===== src/rtl/spi_slave_gen.sv =====
// rtl/spi_slave_gen.sv - parametrised oversampling SPI slave with write strobe and read handshake
// Optional SPI_SLV_ERR_CNT_EN adds an 8-bit saturating error counter output (err_cnt).

module spi_slave_gen #(
  parameter int ADDR_W    = 8,
  parameter int DATA_W    = 8,
  parameter int CPOL      = 0,
  parameter int CPHA      = 0,
  parameter int LSB_FIRST = 0
) (
  input  logic              clk,
  input  logic              rst_n,
  input  logic              sclk,
  input  logic              ss_n,
  input  logic              mosi,
  output logic              miso,
  output logic              miso_oe,
  output logic              rx_valid,
  output logic [ADDR_W-1:0] rx_addr,
  output logic [DATA_W-1:0] rx_data,
  output logic              rd_req,
  output logic [ADDR_W-1:0] rd_addr,
  input  logic              tx_valid,
  input  logic [DATA_W-1:0] tx_data,
  output logic              tx_underrun,
  output logic              frame_err
`ifdef SPI_SLV_ERR_CNT_EN
  ,
  output logic [7:0]        err_cnt
`endif
);

  typedef enum logic [2:0] {IDLE, CMD, ADDR, WR_DATA, RD_DATA, DONE} state_t;

  localparam logic       SCLK_IDLE   = (CPOL != 0);
  localparam bit         SAMPLE_RISE = ((CPOL != 0) == (CPHA != 0));
  localparam logic [5:0] A_LAST      = 6'(ADDR_W - 1);
  localparam logic [5:0] D_LAST      = 6'(DATA_W - 1);

  logic sclk_s1, sclk_s2, sclk_d;
  logic ss_s1, ss_s2, ss_d;
  logic mosi_s1, mosi_s2;

  state_t              state;
  logic [5:0]          cnt;
  logic                cmd_rd;
  logic [ADDR_W-1:0]   addr_sh, addr_next;
  logic [DATA_W-1:0]   data_sh, data_next;
  logic [DATA_W-1:0]   tx_sh, tx_src;
  logic                tx_loaded, tx_under, tx_bit;
  int                  a_idx, d_idx;

  logic rise, fall, sample_edge, shift_edge, ss_fall;

  // Select syncs reset low so a reset released mid-frame waits for a genuine ss_n high-to-low.
  always_ff @(posedge clk or negedge rst_n) begin
    if (!rst_n) begin
      sclk_s1 <= SCLK_IDLE;
      sclk_s2 <= SCLK_IDLE;
      sclk_d  <= SCLK_IDLE;
      ss_s1   <= 1'b0;
      ss_s2   <= 1'b0;
      ss_d    <= 1'b0;
      mosi_s1 <= 1'b0;
      mosi_s2 <= 1'b0;
      miso_oe <= 1'b0;
    end else begin
      sclk_s1 <= sclk;
      sclk_s2 <= sclk_s1;
      sclk_d  <= sclk_s2;
      ss_s1   <= ss_n;
      ss_s2   <= ss_s1;
      ss_d    <= ss_s2;
      mosi_s1 <= mosi;
      mosi_s2 <= mosi_s1;
      miso_oe <= ~ss_s2;
    end
  end

  assign rise        = sclk_s2 & ~sclk_d;
  assign fall        = ~sclk_s2 & sclk_d;
  assign sample_edge = SAMPLE_RISE ? rise : fall;
  assign shift_edge  = SAMPLE_RISE ? fall : rise;
  assign ss_fall     = ss_d & ~ss_s2;

  always_comb begin
    addr_next = addr_sh;
    data_next = data_sh;
    tx_src    = tx_loaded ? tx_sh : tx_data;
    tx_bit    = 1'b0;
    a_idx     = (LSB_FIRST != 0) ? int'(cnt) : ADDR_W - 1 - int'(cnt);
    d_idx     = (LSB_FIRST != 0) ? int'(cnt) : DATA_W - 1 - int'(cnt);
    for (int i = 0; i < ADDR_W; i++)
      if (i == a_idx) addr_next[i] = mosi_s2;
    for (int i = 0; i < DATA_W; i++)
      if (i == d_idx) begin
        data_next[i] = mosi_s2;
        tx_bit       = tx_src[i];
      end
    if (tx_under) tx_bit = 1'b0;
  end

  always_ff @(posedge clk or negedge rst_n) begin
    if (!rst_n) begin
      state       <= IDLE;
      cnt         <= '0;
      cmd_rd      <= 1'b0;
      addr_sh     <= '0;
      data_sh     <= '0;
      tx_sh       <= '0;
      tx_loaded   <= 1'b0;
      tx_under    <= 1'b0;
      miso        <= 1'b0;
      rx_valid    <= 1'b0;
      rx_addr     <= '0;
      rx_data     <= '0;
      rd_req      <= 1'b0;
      rd_addr     <= '0;
      tx_underrun <= 1'b0;
      frame_err   <= 1'b0;
    end else begin
      rx_valid    <= 1'b0;
      rd_req      <= 1'b0;
      tx_underrun <= 1'b0;
      frame_err   <= 1'b0;
      if (ss_s2) begin
        if (state inside {CMD, ADDR, WR_DATA, RD_DATA}) frame_err <= 1'b1;
        state <= IDLE;
        cnt   <= '0;
        miso  <= 1'b0;
      end else begin
        case (state)
          IDLE: if (ss_fall) begin
            state     <= CMD;
            cnt       <= '0;
            addr_sh   <= '0;
            data_sh   <= '0;
            tx_loaded <= 1'b0;
            tx_under  <= 1'b0;
          end
          CMD: if (sample_edge) begin
            cmd_rd <= mosi_s2;
            state  <= ADDR;
            cnt    <= '0;
          end
          ADDR: if (sample_edge) begin
            addr_sh <= addr_next;
            if (cnt == A_LAST) begin
              cnt <= '0;
              if (cmd_rd) begin
                state   <= RD_DATA;
                rd_addr <= addr_next;
                rd_req  <= 1'b1;
              end else begin
                state <= WR_DATA;
              end
            end else begin
              cnt <= cnt + 6'd1;
            end
          end
          WR_DATA: if (sample_edge) begin
            data_sh <= data_next;
            if (cnt == D_LAST) begin
              rx_addr  <= addr_sh;
              rx_data  <= data_next;
              rx_valid <= 1'b1;
              state    <= DONE;
              cnt      <= '0;
            end else begin
              cnt <= cnt + 6'd1;
            end
          end
          RD_DATA: begin
            if (tx_valid && !tx_loaded && !tx_under) begin
              tx_sh     <= tx_data;
              tx_loaded <= 1'b1;
            end
            if (shift_edge) begin
              // A shift edge with nothing loaded and no same-cycle tx_valid commits the frame to zeros.
              if (!tx_loaded && !tx_valid && !tx_under) begin
                tx_under    <= 1'b1;
                tx_underrun <= 1'b1;
                miso        <= 1'b0;
              end else begin
                miso <= tx_bit;
              end
              if (cnt == D_LAST) begin
                state <= DONE;
                cnt   <= '0;
              end else begin
                cnt <= cnt + 6'd1;
              end
            end
          end
          DONE: if (shift_edge) miso <= 1'b0;
          default: state <= IDLE;
        endcase
      end
    end
  end

`ifdef SPI_SLV_ERR_CNT_EN
  logic [8:0] err_sum;

  assign err_sum = {1'b0, err_cnt} + 9'(frame_err) + 9'(tx_underrun);

  always_ff @(posedge clk or negedge rst_n) begin
    if (!rst_n)
      err_cnt <= '0;
    else if (ss_fall && err_cnt != 8'd0)
      err_cnt <= '0;
    else
      err_cnt <= (err_sum > 9'd255) ? 8'hFF : err_sum[7:0];
  end
`endif

endmodule


===== config.mk =====
export PLATFORM = sky130hd
export DESIGN_NAME = spi_slave_gen
export DESIGN_NICKNAME = d
export VERILOG_FILES = /design/src/rtl/spi_slave_gen.sv
export SDC_FILE = /design/constraint.sdc
export NUM_CORES = 1
export LEC_CHECK = 0
export BUFFER_PORTS_ARGS = -buffer_cell sky130_fd_sc_hd__buf_2
export CAP_MARGIN = 20
export CORE_MARGIN = 2
export CORE_UTILIZATION = 55
export CTS_CLUSTER_DIAMETER = 100
export CTS_CLUSTER_SIZE = 20
export DETAILED_ROUTE_END_ITERATION = 6
export MAX_ROUTING_LAYER = met4
export PLACE_DENSITY = 0.76
export SLEW_MARGIN = 20
export SYNTH_ARGS = -nofsm -noshare
export SYNTH_HDL_FRONTEND = slang
export SYNTH_SLANG_ARGS = --single-unit

===== constraint.sdc =====
create_clock -name clk -period 5.25 [get_ports clk]
set_input_delay 0.525 -clock clk [delete_from_list [all_inputs] [get_ports clk]]
set_output_delay 0.525 -clock clk [all_outputs]
set_load 0.1 [all_outputs]

==> summary.md <==
| Metric | Value |
|---|---|
| Highest Signal Layer | met4 |
| Final hold slack | 0.2826 ns |
| Sequential area share after synthesis | 52.15% |
| # DRC | 0 |
| Min cycle time layout | 2.511 ns |
| # fillers | 529 |
| Commonest cells post-synth | 74 x dfrtp_1, 36 x nand2_1, 32 x o21ai_0 |
| Yosys top cell area share | 52.15% |
| Yosys cell types | 47 |
| Worst setup SP type | register |
| Mapped Area | 3551 µm² |
| H-tree depth | 3 |
| First-pass GRT wire length | 12.63 mm |
| Crit-path max FO | 9 |
| Final std cells w/o fill | 450 |
| Min-Delay Path Class | input pin to register |
| Setup bufs post-CTS | 0 |
| Mux share of post-synthesis cell area | 12.51% |
| Metal-1 WL | 3.292 mm |
| CTS max path bufs | 2 |
| Top FF cell, synth | dfrtp_1 |
| Core Rows | 29 |
| CTS Root Buffer Type | clkbuf_8 |
| Synth area leaders | dfrtp_1 52%, mux2i_1 6.5%, mux2_2 6.0% |
| RSZ-0062 raised after global routing | no |
| GRT Residual Overflow | 0 |
| Hold Fails Final Rpt | 0 |
| P&R area growth vs syn | 13.88% |
| Die X | 84.35 µm |
| Post-DR wirelength/cell | 16.81 µm |
| Power Density | 286.8 nW/µm² |
| CTS Buf Count | 9 |
| Met3 wire length | 474 µm |
| DP Wirelength | 5.099 mm |
| Crit path DAT | 2.73 ns |
| Fin. max-slew vios | 0 |
| Worst Max-Slew Pin Slew | 0.9070 ns |
| Syn Nets | 348 |
| Synth Register Bits | 74 |
| Post-synthesis xor/xnor area fraction | 0% |
| Core Region | 6314 µm² |
| Remaining antenna violation count | 0 |
| Vias per cell | 5.951 |
| Diodes inserted | 0 |
| Asr flop ratio synth | 100.0% |
| Post-synth EDFFs | 0 |
| WP data required | 5.46 ns |
| Max Clock Skew | 0.01074 ns |
| Initial antenna violation count | 0 |
| Area share of fa/ha/maj cells after synthesis | 2.819% |
| Crit Path Category | register to register |
| Syn Inst Count | 326 |
| Post-Route WL | 7.564 mm |
| I/O pin count | 44 |
| Placed cell count | 434 |
| FF/Latch Area | 1852 µm² |
| Largest net degree at the start of global routing | 75 |
| Setup TNS | 0 ns |
| Area of the multi-input gates | 1609 µm² |
| MaxCap Viol Count | 0 |
| CP endpoint kind | register |
| Leakage | 1.955 nW |
| Status | complete, no violations |
| DR pass1 iterations | 4 |
| CTS sink cnt | 74 |
| Max VDD drop | 0.2045 mV |
| IO buf count | 43 |
| Initial DRC Count | 195 |
| Post-synth top area cell | dfrtp_1 |
| Combinational family with the most area after synthesis | compound AO/OA/AOI/OAI gates |
| Layout Nets | 390 |
| Post-CTS Resized | 0 |
| CTS Hold Bufs | 0 |
| Initial Utilization | 56.24% |
| Compound-gate portion of the synthesized area | 15.36% |
| Final RePlAce weighted congestion | 0.8943 |
| Slew HR | 39.53% |
| Post-Synth Simple-Gate Area | 14.62% |
| Vias in the first global route | 2575 |
| WL met2 | 3.640 mm |
| Syn Area/Cell | 10.89 µm² |
| Gr usage total | 23.10% |
| Total Die Area | 7115 µm² |
| Count leader, synth | dfrtp_1 |
| Layout cells sized above 1 | 23.59% |
| Fmax | 398.2 MHz |
| Period utilization | 47.83% |
| Die span in y | 84.35 µm |
| Setup violators final | 0 |
| Clk_lat worst skew | 0.35 ns |
| CTS tree | yes |
| Clk pin slew, worst setup/hold paths | 0.08 ns |
| Yosys warns | 0 |
| Vias after detailed routing | 2678 |
-- state kept, by name (all words and copies together) (netlist names), 3 cells and up --
signal,count
addr_sh,8
rd_addr,8
data_sh,8
rx_addr,8
state,3
cnt,6
rx_data,8
tx_sh,8
-- placed cells by master, fill, tap and decap left out, drive strengths merged, types with 7 or more instances in the layout --
cell	synthesis	layout
a21oi	7	7
and2	8	8
buf	6	45
clkbuf	8	10
dfrtp	74	74
ha	8	8
inv	8	9
mux2	19	19
mux2i	23	23
nand2	36	36
nand3	13	13
nor2	10	10
o21ai	40	40
o2bb2ai	16	16
-- power breakdown --
group	leakage [nW]	switching, mW	internal, mW
combinational	0.836	0.0477	0.0243
clock	0.109	0.216	0.281
sequential	1.01	0.0130	0.578
-- cells by family after synthesis --
kind of cell | Yosys count
AOI/OAI and AO/OA | 84
adders and majority gates | 8
buffers and inverters | 22
DFF | 74
muxes | 42
and+or+nand+nor | 96
-- metrics by stage --
stage / util (%) / total power [mW] / instance area [µm²] / setup WS [ns]
finish: 64.05 / 1.160 / 4044 / 2.739
global route: 64.05 / 1.201 / 4044 / 2.567
CTS: 64.05 / 1.168 / 4044 / 2.749
detailed placement: 60.46 / 0.6742 / 3817 / 2.751
global placement: 60.46 / 0.6728 / 3817 / 2.868
floorplan: - / 0.6445 / 3551 / 3.064
-- area by class of cell --
| cell class | count | area share [%] |
|---|---|---|
| sequential | 74 | 45.79 |
| multi-input combinational | 230 | 39.79 |
| timing repair buffer | 45 | 5.693 |
| clock buffer | 10 | 3.403 |
| tap | 77 | 2.382 |
| clock inverter | 6 | 2.197 |
| inverter | 8 | 0.7426 |
-- worst max-delay path: stages, from the launching register on --
cell and delay, ns:
dfrtp_1 0.43, inv_1 0.11, ha_1 0.20, ha_1 0.28
or4_4 0.47, nor3b_4 0.37, nand2_1 0.22, mux2i_1 0.24
o21ai_1 0.08
-- path summary, 6_finish.rpt --
kind                            startpoint    endpoint  slack, ns  cells after the start
worst max-delay path                cnt[3]  rx_data[0]       2.74                      8
worst min-delay path                  mosi     mosi_s1       0.28                      1
worst max register to register      cnt[3]  rx_data[0]       2.74                      8
worst min register to register     sclk_s1     sclk_s2       0.35                      0
max in group asynchronous            rst_n        ss_d       4.28                      2
min in group asynchronous            rst_n  rx_addr[4]       0.39                      2
-- per-layer routing --
metal | up-vias | GRT usage [%]
li1 | 1267 | -
met2 | 87 | 35.71
met3 | 15 | 4.031
met4 | 0 | 9.812
met5 | - | -
met1 | 1309 | 30.34
No activity file was read; power rests on OpenSTA's default activity.
